`config.mk`:
```
export PLATFORM = sky130hd
export DESIGN_NAME = alu_req_ctrl_flat
export DESIGN_NICKNAME = d
export VERILOG_FILES = /design/src/rtl/alu_req_ctrl_pkg.sv /design/src/rtl/alu_req_ctrl_if.sv /design/src/rtl/alu_req_ctrl_rr_arb2.sv /design/src/rtl/alu_req_ctrl.sv /design/src/flat_wrapper.sv
export SDC_FILE = /design/constraint.sdc
export NUM_CORES = 1
export LEC_CHECK = 0
export ABC_AREA = 1
export CORE_MARGIN = 1
export CORE_UTILIZATION = 46
export DETAILED_ROUTE_END_ITERATION = 10
export GPL_ROUTABILITY_DRIVEN = 1
export PLACE_DENSITY = 0.8
export RECOVER_POWER = 25
export REMOVE_ABC_BUFFERS = 1
export SYNTH_ARGS = -nofsm -noshare
export SYNTH_HDL_FRONTEND = slang
export SYNTH_HIERARCHICAL = 1
export SYNTH_SLANG_ARGS = --single-unit
```
`constraint.sdc`:
```
create_clock -name clk -period 2.1 [get_ports clk]
set_clock_uncertainty 0.15 [all_clocks]
set_input_delay 0.42 -clock clk [delete_from_list [all_inputs] [get_ports clk]]
set_output_delay 0.42 -clock clk [all_outputs]
set_load 0.02 [all_outputs]
```
`src/rtl/alu_req_ctrl_pkg.sv`:
```
// Shared opcode and FSM state types for the ALU request controller.
package alu_pkg;

    typedef enum logic [2:0] {
        OP_ADD = 3'b000,
        OP_SUB = 3'b001,
        OP_AND = 3'b010,
        OP_OR  = 3'b011,
        OP_XOR = 3'b100,
        OP_EQ  = 3'b101,
        OP_MUL = 3'b110,
        OP_DIV = 3'b111
    } op_e;

    typedef enum logic [1:0] {
        IDLE = 2'b00,
        EXEC = 2'b01,
        RESP = 2'b10
    } state_e;

endpackage

```
`src/rtl/alu_req_ctrl_if.sv`:
```
// Request, ALU and response bundle between the requesters/ALU/consumer and the controller.
interface alu_req_ctrl_if #(
    parameter int WIDTH = 4,
    parameter int CNT_W = 16
);
    logic [1:0]         req_valid;
    logic [1:0]         req_ready;
    logic [2:0]         req_op0;
    logic [2:0]         req_op1;
    logic [WIDTH-1:0]   req_a0;
    logic [WIDTH-1:0]   req_b0;
    logic [WIDTH-1:0]   req_a1;
    logic [WIDTH-1:0]   req_b1;
    logic [WIDTH-1:0]   alu_a;
    logic [WIDTH-1:0]   alu_b;
    logic [2:0]         alu_select;
    logic [2*WIDTH-1:0] alu_out;
    logic               alu_carry;
    logic               rsp_valid;
    logic               rsp_ready;
    logic               rsp_id;
    logic [2*WIDTH-1:0] rsp_data;
    logic               rsp_carry;
    logic               rsp_dbz;
    logic               busy;
    logic [CNT_W-1:0]   ops_done;
    logic [CNT_W-1:0]   err_count;

    modport slave (
        input  req_valid, req_op0, req_op1, req_a0, req_b0, req_a1, req_b1,
        input  alu_out, alu_carry, rsp_ready,
        output req_ready, alu_a, alu_b, alu_select,
        output rsp_valid, rsp_id, rsp_data, rsp_carry, rsp_dbz,
        output busy, ops_done, err_count
    );

    modport master (
        output req_valid, req_op0, req_op1, req_a0, req_b0, req_a1, req_b1,
        output alu_out, alu_carry, rsp_ready,
        input  req_ready, alu_a, alu_b, alu_select,
        input  rsp_valid, rsp_id, rsp_data, rsp_carry, rsp_dbz,
        input  busy, ops_done, err_count
    );
endinterface

```
`src/rtl/alu_req_ctrl_rr_arb2.sv`:
```
// Two-way round-robin grant: a lone requester always wins, a tie goes to the one not served last.
module rr_arb2 (
    input  logic [1:0] req_valid_i,
    input  logic       rr_last_i,
    output logic [1:0] grant_o
);
    always_comb begin
        grant_o = req_valid_i;
        if (req_valid_i == 2'b11) begin
            grant_o = rr_last_i ? 2'b01 : 2'b10;
        end
    end
endmodule

```
`src/rtl/alu_req_ctrl.sv`:
```
// Arbitrates two requesters onto a shared combinational ALU and returns results over a response channel.
module alu_req_ctrl
    import alu_pkg::*;
#(
    parameter int WIDTH = 4,
    parameter int CNT_W = 16
) (
    input  logic         clk,
    input  logic         rst_n,
    alu_req_ctrl_if.slave bus
);
    state_e               state_q, state_d;
    logic                 rr_last_q, rr_last_d;
    logic                 id_q, id_d;
    logic [WIDTH-1:0]     a_q, a_d, b_q, b_d;
    logic [2:0]           sel_q, sel_d;
    logic                 rsp_valid_q, rsp_valid_d;
    logic [2*WIDTH-1:0]   data_q, data_d;
    logic                 carry_q, carry_d;
    logic                 dbz_q, dbz_d;
    logic [CNT_W-1:0]     ops_q, ops_d, err_q, err_d;
    logic [1:0]           grant;
    logic [1:0]           ready;
    logic                 dbz_now;

    rr_arb2 u_arb (
        .req_valid_i (bus.req_valid),
        .rr_last_i   (rr_last_q),
        .grant_o     (grant)
    );

    always_comb begin
        state_d     = state_q;
        rr_last_d   = rr_last_q;
        id_d        = id_q;
        a_d         = a_q;
        b_d         = b_q;
        sel_d       = sel_q;
        rsp_valid_d = rsp_valid_q;
        data_d      = data_q;
        carry_d     = carry_q;
        dbz_d       = dbz_q;
        ops_d       = ops_q;
        err_d       = err_q;
        ready       = 2'b00;
        dbz_now     = 1'b0;
        case (state_q)
            IDLE: begin
                ready = grant;
                if (|(bus.req_valid & grant)) begin
                    id_d      = grant[1];
                    rr_last_d = grant[1];
                    sel_d     = grant[1] ? bus.req_op1 : bus.req_op0;
                    a_d       = grant[1] ? bus.req_a1  : bus.req_a0;
                    b_d       = grant[1] ? bus.req_b1  : bus.req_b0;
                    state_d   = EXEC;
                end
            end
            EXEC: begin
                // ALU operands have been stable since acceptance, so alu_out is settled here.
                dbz_now     = (sel_q == OP_DIV) && (b_q == '0);
                data_d      = dbz_now ? '0 : bus.alu_out;
                carry_d     = (sel_q == OP_ADD) && bus.alu_carry;
                dbz_d       = dbz_now;
                rsp_valid_d = 1'b1;
                state_d     = RESP;
            end
            RESP: begin
                if (bus.rsp_ready) begin
                    rsp_valid_d = 1'b0;
                    ops_d       = ops_q + CNT_W'(1);
                    if (dbz_q) begin
                        err_d = err_q + CNT_W'(1);
                    end
                    state_d = IDLE;
                end
            end
            default: state_d = IDLE;
        endcase
    end

    always_ff @(posedge clk or negedge rst_n) begin
        if (!rst_n) begin
            state_q     <= IDLE;
            rr_last_q   <= 1'b1;
            id_q        <= 1'b0;
            a_q         <= '0;
            b_q         <= '0;
            sel_q       <= '0;
            rsp_valid_q <= 1'b0;
            data_q      <= '0;
            carry_q     <= 1'b0;
            dbz_q       <= 1'b0;
            ops_q       <= '0;
            err_q       <= '0;
        end else begin
            state_q     <= state_d;
            rr_last_q   <= rr_last_d;
            id_q        <= id_d;
            a_q         <= a_d;
            b_q         <= b_d;
            sel_q       <= sel_d;
            rsp_valid_q <= rsp_valid_d;
            data_q      <= data_d;
            carry_q     <= carry_d;
            dbz_q       <= dbz_d;
            ops_q       <= ops_d;
            err_q       <= err_d;
        end
    end

    assign bus.req_ready  = ready;
    assign bus.alu_a      = a_q;
    assign bus.alu_b      = b_q;
    assign bus.alu_select = sel_q;
    assign bus.rsp_valid  = rsp_valid_q;
    assign bus.rsp_id     = id_q;
    assign bus.rsp_data   = data_q;
    assign bus.rsp_carry  = carry_q;
    assign bus.rsp_dbz    = dbz_q;
    assign bus.busy       = (state_q != IDLE);
    assign bus.ops_done   = ops_q;
    assign bus.err_count  = err_q;
endmodule

```
`src/flat_wrapper.sv`:
```
// flat-port wrapper written by rule: the top's interface ports become plain ports
module alu_req_ctrl_flat import alu_pkg::*;
#(
    parameter int WIDTH = 4,
    parameter int CNT_W = 16
)
  (clk, rst_n, bus_req_valid, bus_req_op0, bus_req_op1, bus_req_a0, bus_req_b0, bus_req_a1, bus_req_b1, bus_alu_out, bus_alu_carry, bus_rsp_ready, bus_req_ready, bus_alu_a, bus_alu_b, bus_alu_select, bus_rsp_valid, bus_rsp_id, bus_rsp_data, bus_rsp_carry, bus_rsp_dbz, bus_busy, bus_ops_done, bus_err_count);
  alu_req_ctrl_if #(.WIDTH(WIDTH), .CNT_W(CNT_W)) bus_i ();
  input  logic clk;
  input  logic rst_n;
  input wire logic [$bits(bus_i.req_valid)-1:0] bus_req_valid;
  input wire logic [$bits(bus_i.req_op0)-1:0] bus_req_op0;
  input wire logic [$bits(bus_i.req_op1)-1:0] bus_req_op1;
  input wire logic [$bits(bus_i.req_a0)-1:0] bus_req_a0;
  input wire logic [$bits(bus_i.req_b0)-1:0] bus_req_b0;
  input wire logic [$bits(bus_i.req_a1)-1:0] bus_req_a1;
  input wire logic [$bits(bus_i.req_b1)-1:0] bus_req_b1;
  input wire logic [$bits(bus_i.alu_out)-1:0] bus_alu_out;
  input wire logic [$bits(bus_i.alu_carry)-1:0] bus_alu_carry;
  input wire logic [$bits(bus_i.rsp_ready)-1:0] bus_rsp_ready;
  output wire logic [$bits(bus_i.req_ready)-1:0] bus_req_ready;
  output wire logic [$bits(bus_i.alu_a)-1:0] bus_alu_a;
  output wire logic [$bits(bus_i.alu_b)-1:0] bus_alu_b;
  output wire logic [$bits(bus_i.alu_select)-1:0] bus_alu_select;
  output wire logic [$bits(bus_i.rsp_valid)-1:0] bus_rsp_valid;
  output wire logic [$bits(bus_i.rsp_id)-1:0] bus_rsp_id;
  output wire logic [$bits(bus_i.rsp_data)-1:0] bus_rsp_data;
  output wire logic [$bits(bus_i.rsp_carry)-1:0] bus_rsp_carry;
  output wire logic [$bits(bus_i.rsp_dbz)-1:0] bus_rsp_dbz;
  output wire logic [$bits(bus_i.busy)-1:0] bus_busy;
  output wire logic [$bits(bus_i.ops_done)-1:0] bus_ops_done;
  output wire logic [$bits(bus_i.err_count)-1:0] bus_err_count;
  assign bus_i.req_valid = bus_req_valid;
  assign bus_i.req_op0 = bus_req_op0;
  assign bus_i.req_op1 = bus_req_op1;
  assign bus_i.req_a0 = bus_req_a0;
  assign bus_i.req_b0 = bus_req_b0;
  assign bus_i.req_a1 = bus_req_a1;
  assign bus_i.req_b1 = bus_req_b1;
  assign bus_i.alu_out = bus_alu_out;
  assign bus_i.alu_carry = bus_alu_carry;
  assign bus_i.rsp_ready = bus_rsp_ready;
  assign bus_req_ready = bus_i.req_ready;
  assign bus_alu_a = bus_i.alu_a;
  assign bus_alu_b = bus_i.alu_b;
  assign bus_alu_select = bus_i.alu_select;
  assign bus_rsp_valid = bus_i.rsp_valid;
  assign bus_rsp_id = bus_i.rsp_id;
  assign bus_rsp_data = bus_i.rsp_data;
  assign bus_rsp_carry = bus_i.rsp_carry;
  assign bus_rsp_dbz = bus_i.rsp_dbz;
  assign bus_busy = bus_i.busy;
  assign bus_ops_done = bus_i.ops_done;
  assign bus_err_count = bus_i.err_count;
  alu_req_ctrl #(.WIDTH(WIDTH), .CNT_W(CNT_W)) u_core (.clk(clk), .rst_n(rst_n), .bus(bus_i));
endmodule
```
==> reports/metrics.cfg <==
[routing]
drt_iter0_drc = 126
avgRoutedWirePerCell_microns = 12.7
firstDrtPassIters = 4
wl_mm = 6.66
drc = 0
num_vias = 2570
antenna_left = 0
viasPerCell = 4.90

[floorplan]
start_util = 0.475
dieArea_sq_um = 6430
rows = 28
die_w_microns = 80.2
core_area_sq_um = 5920
die_h_microns = 80.2
ios = 94

[timing]
rsz0062_at_grt = no
max_freq_mhz = 487
timing.hold.ws_ns = 0.328
slew_headroom = 0.254
finalSetupViolCount = 0
finalHoldViolations = 0
fin_crit_sh = 0.978
worst_slack_ns = 0.0452
tightest_slew_ns = 1.12
drv_slew = 0
fin_crit_ns = 2.05

[layout]
fin_nets = 484
nFillCells = 491
instances_no_fill = 525
antennaDiodeCount = 0
fin_area_sq_um = 4110
area_growth_pct = 46.0
drive_above_1_share = 0.0733
final_util = 0.694

[worst_setup_path]
reg2reg_to = u_core/bus.alu_select[0]
critPathKind = input pin to primary output
r2r_cells = 7
cp_max_fo = 3
cp-startpoint = bus_req_valid[1]
crit_path_start_kind = input pin
arrival_ns = 1.48
crit_required_ns = 1.53
path_cells = clkdlybuf4s50_1, inv_2, a21oi_4, inv_1, nor2_1, buf_2
r2r-start = u_core/rr_last_q
cp_num_cells = 6
crit_path_end_kind = primary output
max_stage_delay_ns = 0.52
endpoint = bus_req_ready[1]
critPathSlowestCell = clkdlybuf4s50_1
worstPathBufferInverterCount = 4
reg2reg_slack_ns = 0.37
cp_top_family = buffers and inverters

[logic_synthesis]
ys_ff_latch = 58
yosys_warnings = 6
yosysUniqueCellTypes = 28
yosys.area.top_type = dfrtp_1
syn_area_sq_um = 2810
synth_edf_count = 0
ys.flop_type = dfrtp_1
ys_async_sr_fraction = 1.00
yosys-top-cells-area = dfrtp_1, nand2_1, inv_1, nor2_1, mux2i_1
synth-seq-area-share = 0.516
synth_area_per_cell_sq_um = 8.32
synthMostInstantiatedCell = nand2_1
synth_commonest_cells = nand2_1, dfrtp_1, inv_1
synth.top_cell.area_share = 0.507
syn_inst = 338

[flow_run]
cap_violations = 0

[clocking]
clk_latency_ns = 0.33
cts.sinks = 58
cts_made_buffers = 9
ctsLongestPathBuffers = 2
cts.htree.levels = 3
post-cts-setup-buffers = 0
clk_pin_slew_ns = 0.07
cts_tree = built
cts-root-buf = clkbuf_8

[power_and_ir_drop]
power_leakage_nw = 1.99
power_density_nw_per_um2 = 1120
ir_worst_vdd_mv = 0.634
swShare = 0.364
seqPwrFrac = 0.371
switchingPower_mw = 1.67
p_int_mw = 2.91
clkPwrFrac = 0.231
pwr-share-comb = 0.398

[global_routing]
grt_max_degree = 40
grt_usage = 0.228
grt_pass1_wl_mm = 11.1
overflow = 0
antenna_found_initial = 0
grt_pass1_vias = 2473

[hold_path]
worst_hold_path_type = flop to flop

[place]
portBuffers = 93
placedCellCount = 509
place_ws_ns = -0.448
gp_congestion = 0.868
dp_hpwl_mm = 4.86
dpl-instance-area_sq_um = 3890

[status]
status = completed

-- worst min path at each step --
stage,from,end,slack [ns],depth (start not counted)
final,u_core/bus.rsp_valid,u_core/bus.rsp_valid,0.33,2
after global routing,u_core/bus.err_count[15],u_core/bus.err_count[15],0.36,2
after CTS,u_core/bus.rsp_valid,u_core/bus.rsp_valid,0.33,2
after detailed placement,rst_n,u_core/bus.err_count[15],0.25,1
after global placement,rst_n,u_core/bus.err_count[15],0.24,1
after floorplan,rst_n,u_core/bus.alu_a[0],-0.03,0
-- flip-flops by register name, summed over array words and instances, names as in the netlist --
name and flops:
u_core/bus.rsp_valid 1, u_core/rr_last_q 1, u_core/bus.err_count 16, u_core/bus.ops_done 16, u_core/bus.rsp_dbz 1, u_core/bus.alu_b 4
u_core/bus.rsp_carry 1, u_core/bus.rsp_id 1, u_core/bus.alu_select 3, u_core/state_q 2, u_core/bus.alu_a 4, u_core/bus.rsp_data 8
-- worst reg2reg max path, delay by kind of cell (launching register included) --
kind / cells / cell delay [ns]
flip-flops: 1 / 0.58
buffers and inverters: 2 / 0.38
AO/OA/AOI/OAI: 3 / 0.36
AND/OR/NAND/NOR: 2 / 0.18
-- per-stage QoR --
step | setup TNS (ns) | power (mW)
CTS | 0 | 4.62
floorplan | -3.87 | 2.60
global placement | -1.29 | 3.51
finish | 0 | 4.59
detailed placement | -3.45 | 3.56
global route | 0 | 4.85
-- cells by family (layout without fill, tap and decap cells) --
kind of cell               count (synthesis)  count (layout)  share of synthesized area
xor gates and xnor gates                  18              18                     0.0560
DFF                                       58              58                      0.516
muxes                                     11              11                     0.0391
buffers and inverters                     43             155                     0.0592
adders and majority gates                  2               2                    0.00890
AOI/OAI and AO/OA                         22              22                     0.0436
and+or+nand+nor                          184             184                      0.277
-- repair_timing --
| action | in CTS | in global routing |
|---|---|---|
| hold endpoints to repair | 19 | 0 |
| resized for setup | 10 | 4 |
| pin swaps | 0 | 0 |
| hold buffers | 1 | 0 |
| cloned | 0 | 0 |
| setup endpoints to repair | 3 | 2 |
-- power groups by stage --
stage                     clock [mW]  combinational, mW  sequential, mW
after floorplan                    0              0.574            2.02
after global placement             0               1.81            1.70
after detailed placement           0               1.85            1.71
after CTS                       1.07               1.84            1.70
after global routing            1.12               1.98            1.74
final                           1.06               1.83            1.70
-- layout make-up --
type / count / area, sq um / area share
repair buffers: 102 / 1010 / 0.246
multi-input cells: 237 / 1200 / 0.293
flip-flops and latches: 58 / 1450 / 0.354
clock buffers: 13 / 169 / 0.0411
inverters: 38 / 143 / 0.0347
well taps: 75 / 93.8 / 0.0228
clock inverters: 2 / 35.0 / 0.00853
-- per-layer routing --
metal	global-route usage	up-vias	wire [microns]	part of all wire
li1	-	1278	-	-
met1	0.268	1190	2860	0.43
met2	0.377	91	3190	0.48
met3	0.0716	11	487	0.073
met4	0.111	0	125	0.019
met5	0	-	0	0
-- layout by cell type, fill, tap and decap left out, types with 2 or more instances in the layout --
cell type,count
nand2_1,113
nand4_1,8
xor2_1,7
inv_1,36
buf_4,7
clkbuf_1,2
dfrtp_1,57
ha_1,2
nand3_1,17
buf_12,2
inv_2,2
o21ai_0,17
xnor2_1,11
nor3_1,2
clkdlybuf4s50_1,88
dlygate4sd2_1,2
nand3b_1,3
mux2i_1,11
nor2_1,36
clkbuf_8,12
(Power assumes the default switching activity.)
